<file path="src/rtl/clk_div_sched_pkg.sv">
`default_nettype none
// ---------------------------------------------------------------------------
// clk_div_sched_pkg : shared types and constants for the even-ratio divider
// Rev 1.0
// ---------------------------------------------------------------------------
package clk_div_sched_pkg;

  localparam int HALF_W_DEF = 4;
  localparam int HALF_MAX   = (1 << HALF_W_DEF) - 1;

  typedef enum logic [1:0] {
    ST_IDLE = 2'd0,
    ST_HIGH = 2'd1,
    ST_LOW  = 2'd2
  } state_t;

endpackage
`default_nettype wire

</file>
<file path="src/rtl/clk_div_phase_cnt.sv">
`default_nettype none
// ---------------------------------------------------------------------------
// clk_div_phase_cnt : loadable down-counter with registered terminal count
// Rev 1.0
// ---------------------------------------------------------------------------
module clk_div_phase_cnt #(
  parameter int HALF_W = 4
) (
  input  logic              clk,
  input  logic              reset,
  input  logic              i_load,
  input  logic [HALF_W-1:0] i_load_val,
  output logic              o_tc
);

  logic [HALF_W-1:0] r_cnt;
  logic              r_tc;

  // r_tc is high exactly in the cycle the count reads zero; the count parks at zero.
  always_ff @(posedge clk or posedge reset) begin
    if (reset) begin
      r_cnt <= '0;
      r_tc  <= 1'b1;
    end else if (i_load) begin
      r_cnt <= i_load_val;
      r_tc  <= (i_load_val == '0);
    end else if (r_cnt != '0) begin
      r_cnt <= r_cnt - HALF_W'(1);
      r_tc  <= (r_cnt == HALF_W'(1));
    end
  end

  assign o_tc = r_tc;

endmodule
`default_nettype wire

</file>
<file path="src/rtl/clk_div_sched.sv">
`default_nettype none
// ---------------------------------------------------------------------------
// clk_div_sched : run-time even-ratio clock divider, glitch-free ratio changes
// Rev 1.0
// ---------------------------------------------------------------------------
module clk_div_sched
  import clk_div_sched_pkg::*;
#(
  parameter int HALF_W       = HALF_W_DEF,
  parameter int DEFAULT_HALF = 1
) (
  input  logic              clk,
  input  logic              reset,
  input  logic              run,
  input  logic              cfg_valid,
  output logic              cfg_ready,
  input  logic [HALF_W-1:0] cfg_half,
  output logic              div_clk,
  output logic              period_start,
  output logic [HALF_W-1:0] active_half,
  output logic              cfg_err
);

  localparam logic [HALF_W-1:0] c_default_half = HALF_W'(DEFAULT_HALF);

  state_t            r_state;
  logic              r_div_clk;
  logic              r_period_start;
  logic              r_cfg_ready;
  logic              r_cfg_err;
  logic              r_pend_valid;
  logic [HALF_W-1:0] r_pend_half;
  logic [HALF_W-1:0] r_active_half;

  logic              w_tc;
  logic              w_accept;
  logic              w_cfg_ok;
  logic              w_start;
  logic              w_load;
  logic [HALF_W-1:0] w_next_half;
  logic [HALF_W-1:0] w_load_val;

  assign w_accept    = cfg_valid && r_cfg_ready;
  assign w_cfg_ok    = w_accept && (cfg_half != '0);
  assign w_next_half = r_pend_valid ? r_pend_half : r_active_half;
  // A new period begins from IDLE or from the last LOW cycle, only with run high.
  assign w_start     = run && ((r_state == ST_IDLE) || ((r_state == ST_LOW) && w_tc));
  assign w_load      = w_start || ((r_state == ST_HIGH) && w_tc);
  assign w_load_val  = (w_start ? w_next_half : r_active_half) - HALF_W'(1);

  clk_div_phase_cnt #(
    .HALF_W (HALF_W)
  ) u_phase_cnt (
    .clk        (clk),
    .reset      (reset),
    .i_load     (w_load),
    .i_load_val (w_load_val),
    .o_tc       (w_tc)
  );

  always_ff @(posedge clk or posedge reset) begin
    if (reset) begin
      r_state        <= ST_IDLE;
      r_div_clk      <= 1'b0;
      r_period_start <= 1'b0;
      r_cfg_ready    <= 1'b1;
      r_cfg_err      <= 1'b0;
      r_pend_valid   <= 1'b0;
      r_pend_half    <= '0;
      r_active_half  <= c_default_half;
    end else begin
      r_period_start <= 1'b0;
      r_cfg_err      <= w_accept && (cfg_half == '0);
      // Ready stays low through the cycle in which the applied value first shows.
      r_cfg_ready    <= !(w_cfg_ok || r_pend_valid);

      case (r_state)
        ST_IDLE: begin
          if (run) begin
            r_state        <= ST_HIGH;
            r_div_clk      <= 1'b1;
            r_period_start <= 1'b1;
          end
        end
        ST_HIGH: begin
          if (w_tc) begin
            r_state   <= ST_LOW;
            r_div_clk <= 1'b0;
          end
        end
        ST_LOW: begin
          if (w_tc) begin
            if (run) begin
              r_state        <= ST_HIGH;
              r_div_clk      <= 1'b1;
              r_period_start <= 1'b1;
            end else begin
              r_state <= ST_IDLE;
            end
          end
        end
        default: begin
          r_state   <= ST_IDLE;
          r_div_clk <= 1'b0;
        end
      endcase

      if (r_pend_valid && (w_start || (r_state == ST_IDLE))) begin
        r_active_half <= r_pend_half;
        r_pend_valid  <= 1'b0;
      end
      if (w_cfg_ok) begin
        r_pend_valid <= 1'b1;
        r_pend_half  <= cfg_half;
      end
    end
  end

  assign div_clk      = r_div_clk;
  assign period_start = r_period_start;
  assign active_half  = r_active_half;
  assign cfg_ready    = r_cfg_ready;
  assign cfg_err      = r_cfg_err;

endmodule
`default_nettype wire

</file>
<file path="config.mk">
export PLATFORM = sky130hd
export DESIGN_NAME = clk_div_sched
export DESIGN_NICKNAME = d
export VERILOG_FILES = /design/src/rtl/clk_div_sched_pkg.sv /design/src/rtl/clk_div_phase_cnt.sv /design/src/rtl/clk_div_sched.sv
export SDC_FILE = /design/constraint.sdc
export NUM_CORES = 1
export LEC_CHECK = 0
export CORE_AREA = 10 10 58 60
export CTS_BUF_LIST = sky130_fd_sc_hd__clkbuf_2
export CTS_CLUSTER_DIAMETER = 40
export DETAILED_ROUTE_END_ITERATION = 8
export DIE_AREA = 0 0 68 70
export GPL_TIMING_DRIVEN = 1
export PLACE_DENSITY = 0.76
export SLEW_MARGIN = 10
export SYNTH_ARGS = -nofsm -noshare
export SYNTH_HDL_FRONTEND = slang
export SYNTH_HIERARCHICAL = 1
export SYNTH_SLANG_ARGS = --single-unit
</file>
<file path="constraint.sdc">
create_clock -name clk -period 2.5 [get_ports clk]
set_input_delay 0.5 -clock clk [delete_from_list [all_inputs] [get_ports clk]]
set_output_delay 0.5 -clock clk [all_outputs]
set_load 0.005 [all_outputs]
</file>
==> results of run 1 <==
report_power, final:
group / switching (uW) / internal [uW]
logic: 381 / 522
clock network: 96.9 / 34.8
registers: 156 / 481
total: 634 / 1040
synth_stat cells, drive strengths merged:
| cell type | instances | share of area [%] |
|---|---|---|
| a32oi | 1 | 0.81 |
| and2b | 1 | 0.81 |
| ha | 4 | 4.6 |
| a221o | 1 | 1.0 |
| o21a | 1 | 0.69 |
| or2b | 2 | 1.5 |
| clkbuf | 1 | 0.35 |
| xnor2 | 4 | 3.2 |
| dfrtp | 17 | 39 |
| buf | 1 | 1.0 |
| nor2 | 2 | 0.69 |
| o21ai | 4 | 1.8 |
| nor3b | 2 | 2.4 |
| nor2b | 6 | 3.5 |
| a22o | 4 | 3.2 |
| or4 | 2 | 1.7 |
| nand2 | 5 | 2.0 |
| mux2 | 5 | 5.2 |
| nor3 | 5 | 2.3 |
| a21oi | 3 | 1.4 |
| dfstp | 3 | 7.3 |
| inv | 7 | 2.4 |
| o31ai | 1 | 0.69 |
| nand2b | 2 | 1.8 |
| a21o | 2 | 1.5 |
| and2 | 1 | 0.58 |
| o2111ai | 1 | 0.81 |
| mux2i | 4 | 3.7 |
| a211oi | 1 | 1.8 |
| nand3 | 1 | 0.46 |
| o22ai | 1 | 0.58 |
| o32ai | 1 | 0.81 |
what timing repair did:
item / in CTS / in global routing
pin swaps: 0 / 2
endpoints found under the setup margin: 1 / 1
resized for setup: 3 / 3
setup buffers: 0 / 1
layer usage:
metal / GRT usage [%] / up-vias
met3: 3.19 / 2
met1: 13.2 / 366
met4: 2.01 / 0
li1: - / 394
met2: 15.5 / 12
met5: 0 / -
flip-flops by register name, indices dropped and copies added (netlist names):
name / count
active_half: 4
r_pend_half: 4
u_phase_cnt/r_cnt: 4
r_state: 2
cfg_err: 1
cfg_ready: 1
div_clk: 1
period_start: 1
r_pend_valid: 1
u_phase_cnt/o_tc: 1
cell families (layout without fill, tap and decap cells):
| logic type | count (synthesis) | count (layout) |
|---|---|---|
| buf+inv | 9 | 34 |
| mux | 9 | 9 |
| flops | 20 | 20 |
| xor+xnor | 4 | 4 |
| simple gates | 29 | 29 |
| fa+ha+maj | 4 | 4 |
| compound gates | 21 | 21 |
layout make-up:
type	instances	area share, %
clock buffer	3	1.10
clock inverter	1	0.275
inverter	7	1.93
multi-input combinational	67	41.5
sequential	20	37.0
tap	30	2.75
timing repair buffer	23	15.4
through the flow:
stage	area (um^2)	util (%)
3_5_place_dp	1310	55.9
5_1_grt	1360	58.2
2_1_floorplan	1080	-
3_3_place_gp	1310	55.9
6_report	1360	58.2
4_1_cts	1340	57.3
how the worst min path moves through the flow:
stage                             from              endpoint  slack, ns  depth (start not counted)
after floorplan                  reset  u_phase_cnt/r_cnt[0]       0.28                          1
after global placement         div_clk               div_clk       0.46                          1
after detailed placement  r_pend_valid             cfg_ready       0.47                          1
after CTS                        reset  u_phase_cnt/r_cnt[3]       0.39                          2
after global routing             reset  u_phase_cnt/r_cnt[3]       0.39                          2
final                            reset  u_phase_cnt/r_cnt[3]       0.40                          2
layout by cell type (no fill, tap or decap), types with 2 or more instances in the layout:
master and n:
ha_1 3, nand2_1 4, a22o_1 4, nor2_1 2, dfstp_2 3, a21oi_1 3, clkbuf_2 3, dfrtp_1 17
xnor2_1 4, inv_1 7, nor2b_1 5, nor3_1 5, clkdlybuf4s50_1 15, mux2i_1 3, buf_4 8, mux2_2 5
o21ai_0 4
critical path: stages:
cell,delay (ns)
clkdlybuf4s50_1,0.48
nor2b_4,0.19
nand3_4,0.10
mux2i_2,0.17
ha_2,0.22
nor2b_1,0.13
o2111ai_1,0.19
nand2_1,0.09
or4_1,0.40
a32oi_1,0.16
==> metrics.md, run 1 <==
| Metric | Value |
|---|---|
| MaxCap Viol Count | 0 |
| Wire length on met2 | 1080 um |
| Final worst setup slack | 0.0998 ns |
| Leakage | 0.000596 uW |
| Vias/cell | 5.13 |
| First-pass GRT wire length | 3950 um |
| R2R Path End | u_phase_cnt/o_tc |
| Total GRT Usage | 10.0% |
| Flops & latches, synth | 20 |
| Floorplan row count | 18 |
| Gate Count Post-Synth | 96 |
| Critical path required time | 2.73 ns |
| Hold-fix buffers at CTS | 0 |
| WL met1 | 1060 um |
| Final setup viols | 0 |
| CTS tree | yes |
| H-tree depth | 1 |
| Filler Cell Count | 207 |
| Final ANT Viol Nets | 0 |
| Worst slew margin | 62.5% |
| Critical path class | in -> reg |
| XOR/XNOR Fraction of Synth Area | 3.23% |
| Die ar. | 4760 um^2 |
| Area grow syn2layout | 25.6% |
| Met3 wire length | 113 um |
| Fin crit period | 2.40 ns |
| Number of global-route vias before repair | 842 |
| DP HPWL | 1750 um |
| Multi-input combinational cell area | 566 um^2 |
| Ports | 16 |
| Post-Syn Area | 1080 um^2 |
| Crit path to | u_phase_cnt/o_tc |
| Reg2reg setup slack | 0.20 ns |
| Num CTS Buffers | 3 |
| Fmax | 0.417 GHz |
| Setup TNS | 0 ns |
| Wire per inst | 15.0 um |
| Worst Tran Pin Value | 0.562 ns |
| Final Max Slew Viols | 0 |
| Place WS | -0.423 ns |
| Layout Nets | 134 |
| R2r startpoint | r_state[1] |
| Finished Layout Cells | 151 |
| PwrDens | 1230 nW/um^2 |
| Port bufs | 15 |
| Post-synth cell types | 38 |
| Worst setup path startpoint | run |
| Worst Skew | 0.0211 ns |
| Clock Path Buffers | 2 |
| Ant diodes | 0 |
| Hold Slack | 0.401 ns |
| Iter 0 DRT Violations | 37 |
| Synth Area per Inst | 11.3 um^2 |
| Maximum VDD drop | 635 uV |
| Outcome | finished clean |
| Top routing layer in use | met4 |
| Simple-gate share of the synthesized area | 17.8% |
| Hold crit path type | in -> async |
| Crit path max fanout | 4 |
| Global route overflow | 0 |
| Total number of vias | 774 |
| Register Area | 504 um^2 |
| Initial antenna violation count | 0 |
| Final wirelength | 2270 um |
| Yosys warnings | 6 |
| Core area | 2340 um^2 |
| Tot Pwr | 1670 uW |
| Period Utilization, post-route | 96.0% |
| Worst path arrival time | 2.63 ns |
| Chip height | 70 um |
| Combinational family with the most area after synthesis | simple AND/OR/NAND/NOR gates |
| Die Wd | 68 um |
| Largest net degree at the start of global routing | 16 |
| Post-route DRC violation count | 0 |
| Clk sinks | 20 |
| Sequential area share after synthesis | 46.5% |
| Cell Count Post-Placement | 146 |
| Mux cell area share after synthesis | 8.88% |
| Compound-gate portion of the synthesized area | 15.2% |
| GPL Wtd Cong | 0.824 |
| Starting Density | 46.3% |
| CP endpoint kind | register |
| CP Launch Type | input port |
| Clk_lat worst skew | 0.31 ns |
| Share of layout cells above drive strength 1 | 26.4% |
| Root buffer cell | clkbuf_2 |
| Reg clk slew, reported paths | 0.17 ns |
| Final hold violation count | 0 |
| Mapped Nets | 108 |
| Depth of the most critical reg-to-reg path | 9 |
| DR pass1 iterations | 4 |
| Adder-cell share of the synthesized area | 4.61% |
Note: power is estimated with default switching activity, not from simulation.
==> inputs of run 2 (changes only) <==
--- a/config.mk
+++ b/config.mk
@@ -7,7 +7,6 @@
 export LEC_CHECK = 0
 export CORE_AREA = 10 10 58 60
 export CTS_BUF_LIST = sky130_fd_sc_hd__clkbuf_2
-export CTS_CLUSTER_DIAMETER = 40
 export DETAILED_ROUTE_END_ITERATION = 8
 export DIE_AREA = 0 0 68 70
 export GPL_TIMING_DRIVEN = 1
==> results of run 2 <==
The final DEF is identical to that of run 1; final timing and power are the same.
